$ cat config.mk
export PLATFORM = sky130hd
export DESIGN_NAME = decode_stage
export DESIGN_NICKNAME = d
export VERILOG_FILES = /design/src/rtl/decode_stage.sv
export SDC_FILE = /design/constraint.sdc
export NUM_CORES = 1
export LEC_CHECK = 0
export ABC_AREA = 0
export BUFFER_PORTS_ARGS = -buffer_cell sky130_fd_sc_hd__buf_2
export CORE_MARGIN = 3
export CORE_UTILIZATION = 47
export CTS_BUF_LIST = sky130_fd_sc_hd__clkbuf_2 sky130_fd_sc_hd__clkbuf_4 sky130_fd_sc_hd__clkbuf_8
export DETAILED_ROUTE_END_ITERATION = 7
export GPL_TIMING_DRIVEN = 0
export PLACE_DENSITY = 0.79
export SETUP_SLACK_MARGIN = 0.3
export SLEW_MARGIN = 20
export SYNTH_ARGS = -nofsm -noshare
export SYNTH_HDL_FRONTEND = slang
export SYNTH_SLANG_ARGS = --single-unit
export TNS_END_PERCENT = 1
$ cat constraint.sdc
create_clock -name i_clk -period 3.4 [get_ports i_clk]
set_input_delay 1.02 -clock i_clk [delete_from_list [all_inputs] [get_ports i_clk]]
set_output_delay 1.02 -clock i_clk [all_outputs]
set_load 0.02 [all_outputs]
$ cat src/rtl/decode_stage.sv
// RV32I decode pipeline stage: combinational decode of the incoming word into a
// control/immediate bundle, registered behind a valid/ready handshake.
module decode_stage #(
    parameter int unsigned XLEN         = 32,
    parameter bit          M_EXT        = 1'b0,
    parameter bit          HAZARD_CHECK = 1'b1
) (
    input  logic            i_clk,
    input  logic            i_rst,
    input  logic            i_in_valid,
    output logic            o_in_ready,
    input  logic [31:0]     i_inst,
    input  logic [XLEN-1:0] i_pc,
    input  logic            i_flush,
    output logic            o_out_valid,
    input  logic            i_out_ready,
    output logic [XLEN-1:0] o_pc,
    output logic [4:0]      o_rs1,
    output logic [4:0]      o_rs2,
    output logic [4:0]      o_rd,
    output logic [XLEN-1:0] o_imm,
    output logic [3:0]      o_alu_op,
    output logic            o_alu_imm,
    output logic [2:0]      o_br_cond,
    output logic            o_branch,
    output logic            o_jump,
    output logic            o_reg_jump,
    output logic            o_lui,
    output logic            o_auipc,
    output logic            o_mul,
    output logic            o_mem_read,
    output logic            o_mem_write,
    output logic            o_mem_unsigned,
    output logic [1:0]      o_mem_size,
    output logic            o_reg_write,
    output logic            o_trap,
    output logic            o_halt
);
    localparam logic [6:0] OP_R      = 7'b0110011;
    localparam logic [6:0] OP_I      = 7'b0010011;
    localparam logic [6:0] OP_LOAD   = 7'b0000011;
    localparam logic [6:0] OP_JALR   = 7'b1100111;
    localparam logic [6:0] OP_STORE  = 7'b0100011;
    localparam logic [6:0] OP_BRANCH = 7'b1100011;
    localparam logic [6:0] OP_LUI    = 7'b0110111;
    localparam logic [6:0] OP_AUIPC  = 7'b0010111;
    localparam logic [6:0] OP_JAL    = 7'b1101111;
    localparam logic [6:0] OP_SYSTEM = 7'b1110011;

    typedef struct packed {
        logic [XLEN-1:0] pc;
        logic [4:0]      rs1;
        logic [4:0]      rs2;
        logic [4:0]      rd;
        logic [XLEN-1:0] imm;
        logic [3:0]      alu_op;
        logic            alu_imm;
        logic [2:0]      br_cond;
        logic            branch;
        logic            jump;
        logic            reg_jump;
        logic            lui;
        logic            auipc;
        logic            mul;
        logic            mem_read;
        logic            mem_write;
        logic            mem_unsigned;
        logic [1:0]      mem_size;
        logic            reg_write;
        logic            trap;
        logic            halt;
    } bundle_t;

    logic [6:0]  opcode_s;
    logic [2:0]  funct3_s;
    logic [6:0]  funct7_s;
    logic        is_r_s, is_i_s, is_load_s, is_jalr_s, is_store_s;
    logic        is_b_s, is_lui_s, is_auipc_s, is_jal_s, is_sys_s;
    logic        known_s, r_funct7_ok_s, trap_s, mul_s;
    logic [31:0] imm32_s;
    logic [3:0]  alu_op_s;
    logic        uses_rs1_s, uses_rs2_s, hazard_s, take_in_s;
    bundle_t     dec_s;
    bundle_t     bundle_r;
    logic        valid_r;

    assign opcode_s   = i_inst[6:0];
    assign funct3_s   = i_inst[14:12];
    assign funct7_s   = i_inst[31:25];
    assign is_r_s     = (opcode_s == OP_R);
    assign is_i_s     = (opcode_s == OP_I);
    assign is_load_s  = (opcode_s == OP_LOAD);
    assign is_jalr_s  = (opcode_s == OP_JALR);
    assign is_store_s = (opcode_s == OP_STORE);
    assign is_b_s     = (opcode_s == OP_BRANCH);
    assign is_lui_s   = (opcode_s == OP_LUI);
    assign is_auipc_s = (opcode_s == OP_AUIPC);
    assign is_jal_s   = (opcode_s == OP_JAL);
    assign is_sys_s   = (opcode_s == OP_SYSTEM);
    assign known_s    = is_r_s | is_i_s | is_load_s | is_jalr_s | is_store_s |
                        is_b_s | is_lui_s | is_auipc_s | is_jal_s | is_sys_s;

    // Legal R-type funct7 values; the mul/div encoding is legal only with M enabled.
    always_comb begin
        r_funct7_ok_s = 1'b0;
        case (funct7_s)
            7'b0000000: r_funct7_ok_s = 1'b1;
            7'b0100000: r_funct7_ok_s = (funct3_s == 3'b000) || (funct3_s == 3'b101);
            7'b0000001: r_funct7_ok_s = M_EXT;
            default:    r_funct7_ok_s = 1'b0;
        endcase
    end

    assign trap_s = ~known_s | (is_r_s & ~r_funct7_ok_s);
    assign mul_s  = is_r_s & (funct7_s == 7'b0000001) & M_EXT;

    // 32-bit immediate by instruction format, sign-extended to XLEN later.
    always_comb begin
        imm32_s = 32'h0000_0000;
        case (opcode_s)
            OP_I, OP_LOAD, OP_JALR, OP_SYSTEM:
                imm32_s = {{20{i_inst[31]}}, i_inst[31:20]};
            OP_STORE:
                imm32_s = {{20{i_inst[31]}}, i_inst[31:25], i_inst[11:7]};
            OP_BRANCH:
                imm32_s = {{19{i_inst[31]}}, i_inst[31], i_inst[7], i_inst[30:25], i_inst[11:8], 1'b0};
            OP_LUI, OP_AUIPC:
                imm32_s = {i_inst[31:12], 12'h000};
            OP_JAL:
                imm32_s = {{11{i_inst[31]}}, i_inst[31], i_inst[19:12], i_inst[20], i_inst[30:21], 1'b0};
            default:
                imm32_s = 32'h0000_0000;
        endcase
    end

    // Shift-immediate forms carry the arithmetic bit only for funct3=101.
    always_comb begin
        alu_op_s = 4'b0000;
        if (is_r_s) begin
            alu_op_s = {i_inst[30], funct3_s};
        end else if (is_i_s) begin
            alu_op_s = {(funct3_s == 3'b101) ? i_inst[30] : 1'b0, funct3_s};
        end else begin
            alu_op_s = 4'b0000;
        end
    end

    // Assemble the decoded bundle for the incoming instruction.
    always_comb begin
        dec_s              = '0;
        dec_s.pc           = i_pc;
        dec_s.rs1          = i_inst[19:15];
        dec_s.rs2          = i_inst[24:20];
        dec_s.rd           = i_inst[11:7];
        dec_s.imm          = XLEN'($signed(imm32_s));
        dec_s.alu_op       = alu_op_s;
        dec_s.alu_imm      = ~(is_r_s | is_b_s);
        dec_s.br_cond      = is_b_s ? funct3_s : 3'b000;
        dec_s.branch       = is_b_s;
        dec_s.jump         = is_jal_s | is_jalr_s;
        dec_s.reg_jump     = is_jalr_s;
        dec_s.lui          = is_lui_s;
        dec_s.auipc        = is_auipc_s;
        dec_s.mul          = mul_s & ~trap_s;
        dec_s.mem_read     = is_load_s & ~trap_s;
        dec_s.mem_write    = is_store_s & ~trap_s;
        dec_s.mem_unsigned = is_load_s & funct3_s[2];
        dec_s.mem_size     = (is_load_s | is_store_s) ? funct3_s[1:0] : 2'b00;
        dec_s.reg_write    = ~(is_store_s | is_b_s | trap_s | is_sys_s);
        dec_s.trap         = trap_s;
        dec_s.halt         = is_sys_s;
    end

    assign uses_rs1_s = is_r_s | is_i_s | is_load_s | is_jalr_s | is_store_s | is_b_s;
    assign uses_rs2_s = is_r_s | is_store_s | is_b_s;
    // A held load whose destination feeds the incoming instruction forces one bubble.
    assign hazard_s   = HAZARD_CHECK && i_in_valid && valid_r && bundle_r.mem_read &&
                        (bundle_r.rd != 5'd0) &&
                        ((uses_rs1_s && (i_inst[19:15] == bundle_r.rd)) ||
                         (uses_rs2_s && (i_inst[24:20] == bundle_r.rd)));
    assign o_in_ready = ~hazard_s & (~valid_r | i_out_ready);
    assign take_in_s  = i_in_valid & o_in_ready;

    // Bundle register: flush beats a transfer in, which beats draining to a bubble.
    always_ff @(posedge i_clk or posedge i_rst) begin
        if (i_rst) begin
            valid_r  <= 1'b0;
            bundle_r <= '0;
        end else if (i_flush) begin
            valid_r  <= 1'b0;
        end else if (take_in_s) begin
            valid_r  <= 1'b1;
            bundle_r <= dec_s;
        end else if (i_out_ready) begin
            valid_r  <= 1'b0;
        end
    end

    assign o_out_valid    = valid_r;
    assign o_pc           = bundle_r.pc;
    assign o_rs1          = bundle_r.rs1;
    assign o_rs2          = bundle_r.rs2;
    assign o_rd           = bundle_r.rd;
    assign o_imm          = bundle_r.imm;
    assign o_alu_op       = bundle_r.alu_op;
    assign o_alu_imm      = bundle_r.alu_imm;
    assign o_br_cond      = bundle_r.br_cond;
    assign o_branch       = bundle_r.branch;
    assign o_jump         = bundle_r.jump;
    assign o_reg_jump     = bundle_r.reg_jump;
    assign o_lui          = bundle_r.lui;
    assign o_auipc        = bundle_r.auipc;
    assign o_mul          = bundle_r.mul;
    assign o_mem_read     = bundle_r.mem_read;
    assign o_mem_write    = bundle_r.mem_write;
    assign o_mem_unsigned = bundle_r.mem_unsigned;
    assign o_mem_size     = bundle_r.mem_size;
    assign o_reg_write    = bundle_r.reg_write;
    assign o_trap         = bundle_r.trap;
    assign o_halt         = bundle_r.halt;
endmodule

==> run summary <==
total die area: 11900 sq um
Finished Cell Area: 6430 sq um
Clock Path Buffers: 2
CTS Root Cell: clkbuf_8
fmax: 0.306 GHz
Leakage Power: 0.00342 uW
final hold viol count: 0
asr flop ratio synth: 100%
fin crit share: 96.1%
Max VDD drop: 0.000232 V
Fill cells: 754
hpwl dp: 9.41 mm
largest net degree at the start of global routing: 37
setup_tns: 0 ps
Startpoint Class: input port
slowest CP cell: nor4_4
largest incremental delay on the critical path: 320 ps
Total GRT Usage: 21.6%
vias post-DR: 3656
I/O Buffers: 168
Top Ports: 172
Total Power: 2850 uW
EDFF count, synth: 0
Crit Path Class: in2out
top cell type's share of synthesized area: 50.7%
Area Growth Syn to Fin: 29.1%
Die Ht: 109 um
ant diodes: 0
DRC Markers: 0
share of layout cells above drive strength 1: 49.5%
unrepaired setup endpoints after global routing: true
Synth area leader: dfrtp_1
Starting Density: 49.6%
CTS tree: yes
Cell Chain, Critical Path: buf_12, and3b_2, nor2_4, nor4_4, o21ai_4, clkbuf_8, nor2b_4, buf_6
initial antenna violation count: 1
routed len/inst: 17.5 um
worst hold path class: reg2reg
Reg clk slew, reported paths: 100 ps
critical path peak fanout: 3
Syn. warnings: 0
Avg Vias per Cell: 5.07
leading post-synthesis cells by cell area: dfrtp_1 (51%), mux2_4 (18%), mux2i_1 (5.8%)
mapped cell area: 4980 sq um
vias in the first global route: 3722
width of the die: 109 um
Seq cells post-synth: 101
Place WS: -248 ps
Routed Antenna Nets: 0
Pins Over Slew Limit: 0
htree depth: 3
Final #Nets: 652
final hold slack: 511 ps
DRT Pass-1 Iters: 4
grt total ovfl: 0
initial DRC count: 290
worst-margin pin slew: 800 ps
# clock sinks: 101
CTS buffer count: 9
fin worst setup slack: 132 ps
multi-input combinational cell area: 2170 sq um
Synth Flop Type: dfrtp_1
CORE AREA: 10000 sq um
max_slew headroom: 46.2%
outcome: complete, no violations
Tmin final: 3270 ps
final wirelength: 12.6 mm
Final Wtd Congestion: 0.873
clock skew: 16.1 ps
FP Rows: 36
PwrDens: 443 nW/um^2
Worst EP arrival: 2250 ps
max_cap viols: 0
Mapped Cells: 391
register area: 2530 sq um
Clk Latency, worst-skew pair: 370 ps
Setup-failing EPs final: 0
sequential area share after synthesis: 50.7%
first-pass GRT wire length: 19.6 mm
syn avg cell area: 12.7 sq um
CP Capture Type: output port
syn_nets: 460
Yosys cell types: 44
worst endpoint required time: 2380 ps
Placement Cell Area: 6050 sq um
[sequential cells by signal, indices dropped and copies added (netlist names), 2 cells and up]
name / count
o_imm: 32
o_pc: 32
o_rd: 5
o_rs1: 5
o_rs2: 5
o_alu_op: 4
o_br_cond: 3
o_mem_size: 2
[final timing paths]
path	from	slack [ps]	cells past startpoint	endpoint
worst max-delay path	i_inst[4]	130	8	o_in_ready
worst min-delay path	o_pc[28]$_DFFE_PP0P_	510	1	o_pc[28]$_DFFE_PP0P_
min in group asynchronous	i_rst	570	2	o_pc[10]$_DFFE_PP0P_
max in group asynchronous	i_rst	2150	4	o_mem_write$_DFFE_PP0P_
worst min register to register	o_pc[28]$_DFFE_PP0P_	510	1	o_pc[28]$_DFFE_PP0P_
worst max register to register	o_rd[4]$_DFFE_PP0P_	1260	8	o_rd[2]$_DFFE_PP0P_
[worst max-delay path: cells and delay by family]
kind,cells,cell delay (ps)
AND/OR/NAND/NOR,4,750
buffers and inverters,3,380
AO/OA/AOI/OAI,1,100
[placed cells by master (no fill, tap or decap), drive strengths merged, types with 4 or more instances in the layout]
| cell type | count |
|---|---|
| inv | 30 |
| xor2 | 5 |
| mux2 | 63 |
| and3 | 5 |
| buf | 196 |
| nand3 | 5 |
| nor3 | 6 |
| nand2 | 24 |
| o21ai | 8 |
| a22o | 4 |
| xnor2 | 7 |
| nor2b | 6 |
| a31oi | 8 |
| a21oi | 34 |
| mux2i | 29 |
| nor2 | 11 |
| dfrtp | 101 |
| clkbuf | 19 |
[routing by layer]
metal  up-vias  track usage, %  part of all wire, %
met5         -               0                0.055
met4         2            8.57                  1.9
li1       1736               -                    -
met1      1733            28.0                   43
met2       163            35.3                   47
met3        22            4.80                  7.9
[area by class of cell]
cell class / count / area share, %
plain buffers: 22 / 3.72
clock buffers: 12 / 2.28
clock inverters: 4 / 0.389
inverters: 31 / 1.87
multi-input cells: 237 / 33.8
flip-flops and latches: 101 / 39.3
well taps: 133 / 2.59
repair buffers: 181 / 16.0
[report_power, final]
group          switching, uW  internal [uW]  total [uW]
Combinational            402            352         754
Clock                    399            289         688
Sequential              83.0           1320        1410
[metrics by stage]
stage,cells,util [%]
final,721,64.0
after global routing,721,64.0
after CTS,718,63.3
after detailed placement,695,60.3
after global placement,692,59.7
after floorplan,391,-
[what timing repair did]
item | in CTS | in global routing
hold buffers | 0 | 0
buffers inserted | 7 | 3
hold endpoints to repair | 0 | 0
setup endpoints to repair | 1 | 1
pin swaps | 8 | 8
resized for setup | 19 | 15
[logic make-up after synthesis]
group / share of synthesized area [%]
other: 0.0753
buffers and inverters: 6.86
DFF: 50.7
and+or+nand+nor: 7.49
xor gates and xnor gates: 2.11
muxes: 24.7
AOI/OAI and AO/OA: 8.06
[cell usage after synthesis, drive strengths merged (2+ instances only)]
library cell  number
a21oi             34
a22o               4
a31oi              8
and3               5
and3b              2
buf               15
clkbuf             7
dfrtp            101
inv               31
mux2              63
mux2i             29
nand2             24
nand3              5
nand4              3
nor2              11
nor2b              6
nor3               6
nor3b              2
nor4               3
o21ai              8
xnor2              7
xor2               5
Note: power is estimated with default switching activity, not from simulation.
